File: src/rtl/rf_check_seq.sv
// Register-file self-check sequencer: after start and a settle delay, reads each enabled table entry
// via the debug port one cycle ahead of the compare. Optional RF_CHECK_STOP_ON_FAIL_EN ends a run at the first mismatch.
module rf_check_seq #(
  parameter int XLEN        = 32,
  parameter int NUM_CHECKS  = 8,
  parameter int WAIT_CYCLES = 30,
  parameter int RA_W        = 5,
  localparam int IDX_W = (NUM_CHECKS > 1) ? $clog2(NUM_CHECKS) : 1,
  localparam int CNT_W = $clog2(NUM_CHECKS + 1)
) (
  input  logic             clk,
  input  logic             reset,
  input  logic             start,
  input  logic             cfg_we,
  input  logic [IDX_W-1:0] cfg_idx,
  input  logic             cfg_en,
  input  logic [RA_W-1:0]  cfg_regnum,
  input  logic [XLEN-1:0]  cfg_expected,
  output logic [RA_W-1:0]  dbg_raddr,
  input  logic [XLEN-1:0]  dbg_rdata,
  output logic             busy,
  output logic             done,
  output logic             pass,
  output logic [CNT_W-1:0] err_count,
  output logic [IDX_W-1:0] fail_idx,
  output logic [RA_W-1:0]  fail_regnum,
  output logic [XLEN-1:0]  fail_actual
);

`ifdef RF_CHECK_STOP_ON_FAIL_EN
  localparam bit STOP_ON_FAIL = 1'b1;
`else
  localparam bit STOP_ON_FAIL = 1'b0;
`endif

  typedef enum logic [2:0] {S_IDLE, S_WAIT, S_ADDR, S_CMP, S_DONE} state_t;

  state_t            state, state_nxt;
  logic [15:0]       wait_cnt, wait_cnt_nxt;
  logic [IDX_W-1:0]  ptr, ptr_nxt;
  logic [CNT_W-1:0]  err_nxt;
  logic [IDX_W-1:0]  fail_idx_nxt;
  logic [RA_W-1:0]   fail_regnum_nxt;
  logic [XLEN-1:0]   fail_actual_nxt;

  logic [NUM_CHECKS-1:0] tbl_en;
  logic [RA_W-1:0]       tbl_reg [NUM_CHECKS];
  logic [XLEN-1:0]       tbl_exp [NUM_CHECKS];

  logic cfg_ok;
  logic last;
  logic mismatch;

  // Indices beyond the table (non-power-of-two depth) are dropped.
  assign cfg_ok   = (state == S_IDLE) && cfg_we &&
                    ({1'b0, cfg_idx} < (IDX_W+1)'(NUM_CHECKS));
  assign last     = (ptr == IDX_W'(NUM_CHECKS - 1));
  assign mismatch = (dbg_rdata != tbl_exp[ptr]);

  assign busy      = (state == S_WAIT) || (state == S_ADDR) || (state == S_CMP);
  assign done      = (state == S_DONE);
  assign pass      = done && (err_count == '0);
  assign dbg_raddr = ((state == S_ADDR) && tbl_en[ptr]) ? tbl_reg[ptr] : '0;

  always_comb begin
    state_nxt       = state;
    wait_cnt_nxt    = wait_cnt;
    ptr_nxt         = ptr;
    err_nxt         = err_count;
    fail_idx_nxt    = fail_idx;
    fail_regnum_nxt = fail_regnum;
    fail_actual_nxt = fail_actual;
    case (state)
      S_IDLE, S_DONE: begin
        if (start) begin
          state_nxt       = S_WAIT;
          wait_cnt_nxt    = 16'(WAIT_CYCLES);
          ptr_nxt         = '0;
          err_nxt         = '0;
          fail_idx_nxt    = '0;
          fail_regnum_nxt = '0;
          fail_actual_nxt = '0;
        end
      end
      // Leaving at a count of 1 gives WAIT_CYCLES cycles here, and a zero setting still spends one.
      S_WAIT: begin
        if (wait_cnt <= 16'd1) begin
          state_nxt = S_ADDR;
          ptr_nxt   = '0;
        end else begin
          wait_cnt_nxt = wait_cnt - 16'd1;
        end
      end
      S_ADDR: begin
        if (tbl_en[ptr]) begin
          state_nxt = S_CMP;
        end else if (last) begin
          state_nxt = S_DONE;
        end else begin
          ptr_nxt = ptr + 1'b1;
        end
      end
      S_CMP: begin
        if (mismatch) begin
          if (err_count == '0) begin
            fail_idx_nxt    = ptr;
            fail_regnum_nxt = tbl_reg[ptr];
            fail_actual_nxt = dbg_rdata;
          end
          if (err_count != CNT_W'(NUM_CHECKS)) begin
            err_nxt = err_count + 1'b1;
          end
        end
        if (last || (STOP_ON_FAIL && mismatch)) begin
          state_nxt = S_DONE;
        end else begin
          state_nxt = S_ADDR;
          ptr_nxt   = ptr + 1'b1;
        end
      end
      default: state_nxt = S_IDLE;
    endcase
  end

  always_ff @(posedge clk or negedge reset) begin
    if (!reset) begin
      state       <= S_IDLE;
      wait_cnt    <= '0;
      ptr         <= '0;
      err_count   <= '0;
      fail_idx    <= '0;
      fail_regnum <= '0;
      fail_actual <= '0;
      tbl_en      <= '0;
    end else begin
      state       <= state_nxt;
      wait_cnt    <= wait_cnt_nxt;
      ptr         <= ptr_nxt;
      err_count   <= err_nxt;
      fail_idx    <= fail_idx_nxt;
      fail_regnum <= fail_regnum_nxt;
      fail_actual <= fail_actual_nxt;
      if (cfg_ok) begin
        tbl_en[cfg_idx] <= cfg_en;
      end
    end
  end

  // Payload fields are only read behind a set enable bit, so they carry no reset.
  always_ff @(posedge clk) begin
    if (cfg_ok) begin
      tbl_reg[cfg_idx] <= cfg_regnum;
      tbl_exp[cfg_idx] <= cfg_expected;
    end
  end

endmodule

File: config.mk
export PLATFORM = sky130hd
export DESIGN_NAME = rf_check_seq
export DESIGN_NICKNAME = d
export VERILOG_FILES = /design/src/rtl/rf_check_seq.sv
export SDC_FILE = /design/constraint.sdc
export NUM_CORES = 1
export LEC_CHECK = 0
export CAP_MARGIN = 10
export CORE_AREA = 2 2 209 170
export DETAILED_ROUTE_END_ITERATION = 8
export DIE_AREA = 0 0 211 172
export PLACE_DENSITY = 0.73
export RECOVER_POWER = 25
export SLEW_MARGIN = 15
export SYNTH_ARGS = -nofsm -noshare
export SYNTH_HDL_FRONTEND = slang
export SYNTH_SLANG_ARGS = --single-unit
File: constraint.sdc
create_clock -name clk -period 4.9 [get_ports clk]
set_input_delay 0.49 -clock clk [delete_from_list [all_inputs] [get_ports clk]]
set_output_delay 0.49 -clock clk [all_outputs]
set_load 0.01 [all_outputs]
==> impl_summary.log, run 1 <==
INFO  metric dp_hpwl = ~22,000 microns
INFO  metric ws_path_type = flop to primary output
INFO  metric top_level_ports = 129
INFO  metric number_of_antenna_violations_at_the_first_check_in_global_routing = 1
INFO  metric timing_max_transition_violations_final = 0
INFO  metric final.setup.tns = 0 ns
INFO  metric synth.yosys.seq_area_share = a little over two thirds
INFO  metric design.core.area = 34,270 sq um
INFO  metric dpl.cell_count = between 1,000 and 1,500
INFO  metric firstDrtPassIters = 5
INFO  metric routed_wire_length_per_instance = 23.61 microns
INFO  metric fill_cells = approximately 2,600
INFO  metric critical_path.max_fanout = 23
INFO  metric first_global_vias = roughly 8,600
INFO  metric path_delay_family = multiplexers
INFO  metric i_o_buffers = ~130
INFO  metric path_cells = buf_12 > mux4_2 > mux2i_1 > or3_1 > nor2_1 > clkdlybuf4s50_1
INFO  metric die-height = about 170 microns
INFO  metric max_freq = about 0.25 GHz
INFO  metric reg2reg_to = fail_actual[22]
INFO  metric globalplace.congestion = between 0.8 and 0.9
INFO  metric layout_worst_path_cycle_share = 80.90%
INFO  metric cp_slowest_stage_delay = between 0.7 and 0.8 ns
INFO  metric cts_hold_buf = 0
INFO  metric synth_enable_flop_cells = roughly 300
INFO  metric postSynthAreaPerCell = 17.72 sq um
INFO  metric arrival = approximately 3.5 ns
INFO  metric worst_hold_path_type = primary input to async pin
INFO  metric setup.worst_path.start_class = flop
INFO  metric route.antenna.remaining_nets = 0
INFO  metric yosys_most_used_dff = edfxtp_1
INFO  metric synth_nets = around 940
INFO  metric initial_utilization = between 40% and 50%
INFO  metric floorplan.die.width = about 210 microns
INFO  metric required_time_at_the_worst_slack_endpoint = around 4.4 ns
INFO  metric worstSetupEndpointType = primary output
INFO  metric synthCells = 861
INFO  metric met3_usage = 4.250%
INFO  metric setup_fix_bufs_post_cts = 0
INFO  metric largest_register_ffs = roughly 260
INFO  metric worst_ir_drop_vdd = around 0.00028 V
INFO  metric ff2ff_path_depth = 9
INFO  metric globalRouteOverflowTotal = 0
INFO  metric post_cts.resized_instances = 0
INFO  metric synth.distinct_cells = 69
INFO  metric critical_path_depth = 6
INFO  metric area_growth_syn_to_layout = 19.56%
INFO  metric ys_async_sr_fraction = 20.00%
INFO  metric headroom_to_the_max_slew_limit = between 20% and 30%
INFO  metric grt_pass1_wl = approximately 52,000 microns
INFO  metric detail_route.drc_violations = 0
INFO  metric grt_start_max_net_pins = 75
INFO  metric worstMarginPinSlew = between 1 and 1.5 ns
INFO  metric worst_clock_skew = ~0.021 ns
INFO  metric r2r-start = ptr[1]
INFO  metric num_rows = between 60 and 70
INFO  metric global_route.usage.met2 = slightly below 30%
INFO  metric ff2ff_setup_slack = roughly 1 ns
INFO  metric power.leakage = 6.354 nW
INFO  metric rsz0062_at_grt = no
INFO  metric synthesis.yosys.warnings = 0
INFO  metric instances_no_fill = 1,477
INFO  metric drv.max_cap_violation_count = 0
INFO  metric busiest_layer = met2
INFO  metric clock_tree.buffer_depth = 3
INFO  metric drt_iter0_markers = about 720
INFO  metric post_route_cells_drive_above_1_share = 20.19%
INFO  metric ys_seq_elements = 370
INFO  metric clkLatencyLatePin = roughly 0.53 ns
INFO  metric outcome = complete, no violations
INFO  metric final.min_clock_period = ~4.0 ns
INFO  metric worst-path-buf-inv = 2
INFO  metric ctsRootBufferMaster = clkbuf_16
INFO  metric post_synth_design_cell_area = between 15,000 and 20,000 sq um
INFO  metric floorplan.die_area = around 36,000 sq um
INFO  metric cts.reportedPaths.clkPinSlew = around 0.060 ns
INFO  metric critPathCapture = dbg_raddr[4]
INFO  metric highest_delay_cell_along_the_critical_path = dfrtp_2
INFO  metric power.density = between 400 and 500 nW/um^2
INFO  metric htree_levels = 2
INFO  metric groute.layer.met1.usage = around 28%
INFO  metric gr-usage-all-layers = about a fifth
INFO  metric setup.worst_path.start = ptr[0]
INFO  metric setup_viol_count_final = 0
INFO  metric vias_per_cell = 5.842
INFO  metric via_count = around 8,600
INFO  metric numCtsBuffers = 36
INFO  metric hold_viol_final = 0
INFO  metric clock-sinks = 370
INFO  metric postRouteWirelength = roughly 35,000 microns
INFO  metric finalNetCount = around 1,100
INFO  metric tritoncts = done
## cells in the mapped netlist (all sizes together) (3+ instances only)
cell | instances | area (sq um)
nor2b | 5 | 31.28
and3 | 4 | 25.02
a32o | 33 | 371.6
xnor2 | 14 | 122.6
mux4 | 47 | 1059
and2 | 3 | 18.77
or3 | 8 | 50.05
o2bb2ai | 8 | 70.07
nand2 | 25 | 101.4
and4 | 3 | 26.28
a22oi | 10 | 75.07
nand4 | 8 | 65.06
mux2i | 67 | 670.6
nor3 | 6 | 30.03
clkbuf | 12 | 45.04
a22o | 7 | 61.31
nand3 | 9 | 45.04
edfxtp | 296 | 8889
o21ai | 16 | 91.34
o22ai | 6 | 37.54
ha | 6 | 75.07
a21oi | 6 | 30.03
inv | 9 | 33.78
nor4 | 7 | 80.07
dfrtp | 74 | 1852
nand3b | 7 | 52.55
a21bo | 4 | 40.04
nor2 | 43 | 163.9
a221oi | 4 | 35.03
buf | 31 | 236.5
a31oi | 5 | 31.28
xor2 | 18 | 157.7
nand2b | 8 | 50.05
mux2 | 25 | 281.5
## worst min path at each step
stage	from	endpoint	slack, ns	depth (start not counted)
final	reset	fail_regnum[3]	0.15	1
after global routing	reset	fail_regnum[0]	0.23	1
after CTS	reset	wait_cnt[2]	0.18	1
after detailed placement	fail_idx[2]	fail_idx[2]	0.48	1
after global placement	fail_actual[5]	fail_actual[5]	0.49	1
after floorplan	reset	err_count[0]	0.19	0
## cell type report
| cell class | instances | area (sq um) | share of cell area (%) |
|---|---|---|---|
| Antenna cell | 1 | 2.502 | 0.01372 |
| Clock buffer | 53 | 1036 | 5.679 |
| Clock inverter | 13 | 128.9 | 0.7065 |
| Inverter | 9 | 33.78 | 0.1852 |
| Multi-Input combinational cell | 439 | 4263 | 23.37 |
| Sequential cell | 370 | 10750 | 58.93 |
| Tap cell | 441 | 551.8 | 3.025 |
| Timing Repair Buffer | 151 | 1476 | 8.094 |
## cell families (layout without fill, tap and decap cells)
logic type	count (synthesis)	after routing	share of synthesized area (%)
xor+xnor	32	32	1.837
other cells	0	1	0
simple gates	149	149	5.683
compound gates	113	113	6.348
flops	370	370	70.40
mux	139	139	13.18
fa+ha+maj	6	6	0.4920
buf+inv	52	226	2.067
## power breakdown
group	total (W)	switching, W	internal, W
clock	0.00272	0.00113	0.00158
combinational	0.00228	0.00114	0.00115
sequential	0.00400	0.000290	0.00371
total	0.00900	0.00256	0.00644
## per-stage QoR
stage	power, W	area [sq um]	hold WS, ns	util (%)	setup WS [ns]
2_1_floorplan	0.005440	15260	0.1944	-	0.4642
3_3_place_gp	0.006300	17070	0.4870	49.82	1.107
3_5_place_dp	0.006345	17070	0.4821	49.82	1.021
4_1_cts	0.009064	18240	0.1803	53.22	0.9026
5_1_grt	0.009385	18240	0.2339	53.22	0.7100
6_report	0.009002	18240	0.1545	53.23	0.9361
## per-layer routing
layer / vias up / part of all wire, % / routed length (microns)
met1: 4467 / 45 / 15720
met5: - / 0.037 / 13
li1: 3767 / - / -
met3: 44 / 7.4 / 2571
met4: 2 / 1.8 / 638
met2: 349 / 46 / 15940
## cell usage in the layout (no fill, tap or decap), types with 9 or more instances in the layout
cell type        netlist  layout
a32o_2                33      33
nand2_1               24      24
clkdlybuf4s50_1        0      99
dlygate4sd3_1          0      28
mux2_2                25      25
xnor2_1               14      14
mux2i_1               67      67
o21ai_0               14      14
clkbuf_16              0      37
clkbuf_1              12      11
dfrtp_1               74      71
inv_1                  9       9
buf_4                  5      22
edfxtp_1             296     296
xor2_1                18      18
nor2_1                42      36
a22oi_1               10      10
nand3_1                9       9
mux4_2                47      47
Note: power is estimated with default switching activity, not from simulation.
==> inputs of run 2 (changes only) <==
==> constraint.sdc (replaced) <==
create_clock -name clk -period 4 [get_ports clk]
set_input_delay 0.4 -clock clk [delete_from_list [all_inputs] [get_ports clk]]
set_output_delay 0.4 -clock clk [all_outputs]
set_load 0.01 [all_outputs]
==> impl_summary.log, run 2 (same netlist as run 1, synthesis figures left out) <==
INFO  metric cts.reportedPaths.clkPinSlew = roughly 0.06 ns
INFO  metric max_freq = between 0.2 and 0.3 GHz
INFO  metric routed_wire_length_per_instance = ~24 microns
INFO  metric ff2ff_setup_slack = 0.18 ns
INFO  metric detail_route.drc_violations = 0
INFO  metric worst_hold_path.num_cells = 1
INFO  metric area_growth_syn_to_layout = 20.64%
INFO  metric reg2reg_to = fail_actual[0]
INFO  metric setup_viol_count_final = 0
INFO  metric clock-sinks = between 300 and 400
INFO  metric power.leakage = approximately 6.4 nW
INFO  metric dp_slack = ~0.28 ns
INFO  metric die-height = 172 microns
INFO  metric setup.worst_path.start_class = flop
INFO  metric instances_no_fill = ~1,500
INFO  metric numCtsBuffers = 37
INFO  metric rsz0062_at_grt = no
INFO  metric most_common_cell_after_layout_fill_and_taps_aside = edfxtp_1
INFO  metric hold_viol_final = 0
INFO  metric headroom_to_the_max_slew_limit = a little over two fifths
INFO  metric postRouteWirelength = approximately 36,000 microns
INFO  metric ctsRootBufferMaster = clkbuf_16
INFO  metric hold_path_startpoint = fail_regnum[4]
INFO  metric power.density = a little over 600 nW/um^2
INFO  metric drt_iter0_markers = a little under 1,000
INFO  metric r2r-start = ptr[1]
INFO  metric fill_cells = 2,657
INFO  metric via_count = ~8,700
INFO  metric finalNetCount = 1,101
INFO  metric htree_levels = 2
INFO  metric initial_utilization = between 40% and 50%
INFO  metric dpl.cell_count = ~1,400
INFO  metric floorplan.die.width = 211 microns
INFO  metric post-route-util = 53.71%
INFO  metric total_power = 0.01114 W
INFO  metric largest_register_ffs = between 200 and 300
INFO  metric layout_common_cells = edfxtp_1, clkdlybuf4s50_1, dfrtp_1
INFO  metric timing_max_transition_violations_final = 0
INFO  metric design.core.area = around 34,000 sq um
INFO  metric grt_pass1_wl = roughly 54,000 microns
INFO  metric worst_ir_drop_vdd = ~0.00034 V
INFO  metric clkLatencyLatePin = approximately 0.54 ns
INFO  metric required_time_at_the_worst_slack_endpoint = around 4.4 ns
INFO  metric globalplace.congestion = around 0.85
INFO  metric route.antenna.remaining_nets = 0
INFO  metric worstMarginPinSlew = approximately 0.85 ns
INFO  metric firstDrtPassIters = 5
INFO  metric first_global_vias = 8,753
INFO  metric number_of_antenna_violations_at_the_first_check_in_global_routing = 1
INFO  metric arrival = 4.23 ns
INFO  metric dp_hpwl = 23,570 microns
INFO  metric worstSetupEndpointType = flop
INFO  metric top_level_ports = ~130
INFO  metric tritoncts = done
INFO  metric globalRouteOverflowTotal = 0
INFO  metric antenna-diode-count = 0
INFO  metric ff2ff_path_depth = 9
INFO  metric grt_start_max_net_pins = 53
INFO  metric worst_clock_skew = around 0.025 ns
INFO  metric final.min_clock_period = approximately 3.8 ns
INFO  metric worst_hold_path_type = flop to flop
INFO  metric gr-usage-all-layers = roughly a fifth
INFO  metric min_to = fail_regnum[4]
INFO  metric layout_worst_path_cycle_share = between 90 and 100%
INFO  metric final.setup.tns = 0 ns
INFO  metric i_o_buffers = around 130
INFO  metric outcome = complete, no violations
INFO  metric ws_path_type = flop to flop
INFO  metric vias_per_cell = a little under 6
INFO  metric clock_tree.buffer_depth = 3
INFO  metric critical_path.max_fanout = 34
INFO  metric post_route_cells_drive_above_1_share = 20.46%
INFO  metric num_rows = between 60 and 70
INFO  metric drv.max_cap_violation_count = 0
INFO  metric floorplan.die_area = roughly 36,000 sq um
INFO  metric fin_ws = 0.1784 ns
==> run 2: cell count changes in the layout (fill, tap and decap cells not counted), sizes merged <==
cell	previous run	this run
clkinv	6	11
buf	24	33
bufinv	2	3
clkbuf	53	51
clkdlybuf4s50	99	100
diode	1	0
inv	12	11
clkinvlp	2	0
==> run 2: layer usage <==
layer | up-vias | global-route usage (%) | wire (microns)
li1 | 3791 | - | -
met1 | 4505 | 29.33 | 15860
met2 | 354 | 31.65 | 16870
met3 | 58 | 3.632 | 2588
met4 | 0 | 5.787 | 801
met5 | - | 0 | 0
==> run 2: final cells by class <==
class	instances	area (sq um)	area share, %
clock buffers	51	999.7	5.431
flip-flops and latches	370	10750	58.40
well taps	441	551.8	2.998
inverters	9	33.78	0.1835
repair buffers	161	1629	8.851
clock inverters	16	167.7	0.9109
multi-input cells	439	4275	23.23
==> run 2: power breakdown <==
part	leakage, nW	internal [W]	switching, W
logic	2.23	0.00143	0.00142
registers	3.64	0.00455	0.000355
clock network	0.569	0.00196	0.00143
total	6.43	0.00794	0.00320
==> run 2: worst max path at each step <==
stage,start,to,slack [ns],cells past startpoint
after floorplan,state[0],tbl_en[7],0.58,7
after global placement,ptr[1],fail_actual[7],0.33,9
after detailed placement,ptr[1],fail_actual[15],0.28,9
after CTS,ptr[0],dbg_raddr[2],0.13,6
after global routing,ptr[0],dbg_raddr[2],0.01,6
final,ptr[1],fail_actual[0],0.18,9
==> run 2: what timing repair did <==
action                                 4_1_cts  5_1_grt
setup endpoints to repair                    0        0
endpoints found under the hold margin       46        0
hold buffers                                 1        0
resized for setup                            0        0
buffers inserted                             0        0
==> run 2: worst max-delay path, stage by stage, from the launching register on <==
cell and delay [ns]:
dfrtp_4 0.75, buf_4 0.33, mux4_2 0.52, mux2i_1 0.18, xor2_1 0.29, nand2_1 0.10
nor4_1 0.39, and4_1 0.41, nand2_4 0.33, a32o_2 0.38
==> run 2: metrics by stage <==
step	hold WS [ns]	area, sq um
final	0.4833	18410
after global routing	0.5098	18410
after CTS	0.4911	18410
after detailed placement	0.4738	17230
after global placement	0.4756	17230
after floorplan	0.1044	15270
==> inputs of run 3 (changes only) <==
--- a/config.mk
+++ b/config.mk
@@ -6,9 +6,10 @@
 export NUM_CORES = 1
 export LEC_CHECK = 0
 export CAP_MARGIN = 10
-export CORE_AREA = 2 2 209 170
+export CORE_AREA = 2 2 188 190
+export CTS_CLUSTER_DIAMETER = 100
 export DETAILED_ROUTE_END_ITERATION = 8
-export DIE_AREA = 0 0 211 172
+export DIE_AREA = 0 0 190 192
 export PLACE_DENSITY = 0.73
 export RECOVER_POWER = 25
 export SLEW_MARGIN = 15
==> impl_summary.log, run 3 (same netlist as run 1, synthesis figures left out) <==
INFO  metric most_common_cell_after_layout_fill_and_taps_aside = edfxtp_1
INFO  metric power.share.sequential = approximately 44%
INFO  metric initial_utilization = between 40% and 50%
INFO  metric instances_no_fill = about 1,500
INFO  metric i_o_buffers = 128
INFO  metric worst_hold_path_type = flop to flop
INFO  metric power.switching = approximately 0.0032 W
INFO  metric globalplace.congestion = between 0.8 and 0.9
INFO  metric finalNetCount = 1,099
INFO  metric clkLatencyLatePin = between 0.5 and 0.6 ns
INFO  metric worst_ir_drop_vdd = between 0.0003 and 0.0004 V
INFO  metric num_rows = roughly 70
INFO  metric globalRouteOverflowTotal = 0
INFO  metric switching_share = 28.58%
INFO  metric clock-sinks = 370
INFO  metric dpl.cell_count = between 1,000 and 1,500
INFO  metric floorplan.die_area = ~36,000 sq um
INFO  metric ff2ff_path_depth = 9
INFO  metric total_power = 0.01120 W
INFO  metric antenna-diode-count = 0
INFO  metric firstDrtPassIters = 6
INFO  metric post_cts.resized_instances = 0
INFO  metric design.core.area = roughly 34,000 sq um
INFO  metric tritoncts = done
INFO  metric setup.worst_path.start_class = flop
INFO  metric vias_per_cell = 5.743
INFO  metric final.setup.tns = 0 ns
INFO  metric arrival = roughly 4.2 ns
INFO  metric numCtsBuffers = 38
INFO  metric power.density = just over 600 nW/um^2
INFO  metric layout_common_cells = edfxtp_1, clkdlybuf4s50_1, dfrtp_1
INFO  metric max_freq = about 0.27 GHz
INFO  metric post_route_cells_drive_above_1_share = around a fifth
INFO  metric clock_tree.buffer_depth = 3
INFO  metric area_growth_syn_to_layout = 20.81%
INFO  metric route.antenna.remaining_nets = 0
INFO  metric die-height = about 190 microns
INFO  metric top_level_ports = 129
INFO  metric layout_worst_path_cycle_share = about 94%
INFO  metric postRouteWirelength = between 30,000 and 40,000 microns
INFO  metric grt_pass1_wl = between 50,000 and 60,000 microns
INFO  metric first_global_vias = 8,796
INFO  metric outcome = complete, no violations
INFO  metric post-route-util = 53.75%
INFO  metric setup_viol_count_final = 0
INFO  metric ws_path_type = flop to flop
INFO  metric ctsRootBufferMaster = clkbuf_16
INFO  metric cellInternalPower = about 0.008 W
INFO  metric worst_hold_path.num_cells = 1
INFO  metric floorplan.die.width = 190 microns
INFO  metric worst_clock_skew = around 0.022 ns
INFO  metric timing_max_transition_violations_final = 0
INFO  metric critical_path.max_fanout = 53
INFO  metric setup_fix_bufs_post_cts = 0
INFO  metric rsz0062_at_grt = no
INFO  metric drv.max_cap_violation_count = 0
INFO  metric power.leakage = 6.431 nW
INFO  metric largest_register_ffs = around 260
INFO  metric drt_iter0_markers = 759
INFO  metric gr-usage-all-layers = between 15 and 20%
INFO  metric whs = 0.4913 ns
INFO  metric number_of_antenna_violations_at_the_first_check_in_global_routing = 2
INFO  metric hold_viol_final = 0
INFO  metric power.share.clock = between 30% and 40%
INFO  metric pwr-share-comb = 25.7%
INFO  metric dp_hpwl = roughly 23,000 microns
INFO  metric detail_route.drc_violations = 0
INFO  metric required_time_at_the_worst_slack_endpoint = 4.42 ns
INFO  metric cts.reportedPaths.clkPinSlew = roughly 0.060 ns
INFO  metric routed_wire_length_per_instance = about 23 microns
INFO  metric worstSetupEndpointType = flop
INFO  metric worstMarginPinSlew = ~0.87 ns
INFO  metric via_count = ~8,600
INFO  metric headroom_to_the_max_slew_limit = a little over two fifths
INFO  metric grt_start_max_net_pins = 54
INFO  metric htree_levels = 2
INFO  metric final.min_clock_period = about 3.7 ns
## run 3: changes by cell type in the layout (fill, tap and decap cells not counted), moves of 2 or more
cell,before,now
buf_12,8,6
clkbuf_8,0,3
clkinv_1,5,3
clkinv_4,0,2
clkinvlp_4,0,3
## run 3: cell type report
cell class                 count  area (sq um)
clock buffer                  54          1062
sequential                   370         10750
tap                          455         569.3
inverter                       9         33.78
clock inverter                16         160.2
multi-input combinational    439          4275
timing repair buffer         158          1582
fill                        2676         15860
## run 3: power by group through the flow
| stage | Clock (W) | Sequential (W) | Combinational, W |
|---|---|---|---|
| 3_3_place_gp | 0 | 0.00494 | 0.00280 |
| 2_1_floorplan | 0 | 0.00488 | 0.00178 |
| 4_1_cts | 0.00350 | 0.00488 | 0.00288 |
| 6_report | 0.00344 | 0.00488 | 0.00288 |
| 5_1_grt | 0.00365 | 0.00492 | 0.00309 |
| 3_5_place_dp | 0 | 0.00494 | 0.00286 |
## run 3: repair_timing
item	4_1_cts	5_1_grt
endpoints found under the setup margin	0	0
hold buffers	1	0
endpoints found under the hold margin	49	0
## run 3: path summary, 6_finish.rpt
check                                start               to  slack [ns]
setup / recovery                    ptr[1]   fail_actual[2]        0.26
hold / removal             fail_actual[31]  fail_actual[31]        0.49
setup reg to reg                    ptr[1]   fail_actual[2]        0.26
hold reg to reg            fail_actual[31]  fail_actual[31]        0.49
max in group asynchronous            reset      wait_cnt[8]        2.66
min in group asynchronous            reset  fail_actual[21]        0.50
## run 3: through the flow
| stage | setup slack [ns] | instance area, sq um |
|---|---|---|
| after global routing | 0.08248 | 18430 |
| after floorplan | 0.5765 | 15270 |
| final | 0.2554 | 18430 |
| after global placement | 0.2915 | 17180 |
| after CTS | 0.2720 | 18410 |
| after detailed placement | 0.2893 | 17180 |
## run 3: layer usage
layer  vias up  part of all wire, %  track usage, %
li1       3788                    -               -
met3        47                  7.8           3.344
met2       343                   48           31.70
met4         2                  1.6           4.651
met5         -                0.046               0
met1      4440                   42           27.80
## run 3: critical path, stage by stage (launching register included)
cell,delay [ns]
dfrtp_4,0.61
buf_12,0.32
mux4_2,0.56
mux2i_1,0.16
xor2_1,0.25
nand2_1,0.13
nor4_1,0.38
and4_1,0.41
nand2_4,0.33
a32o_2,0.38
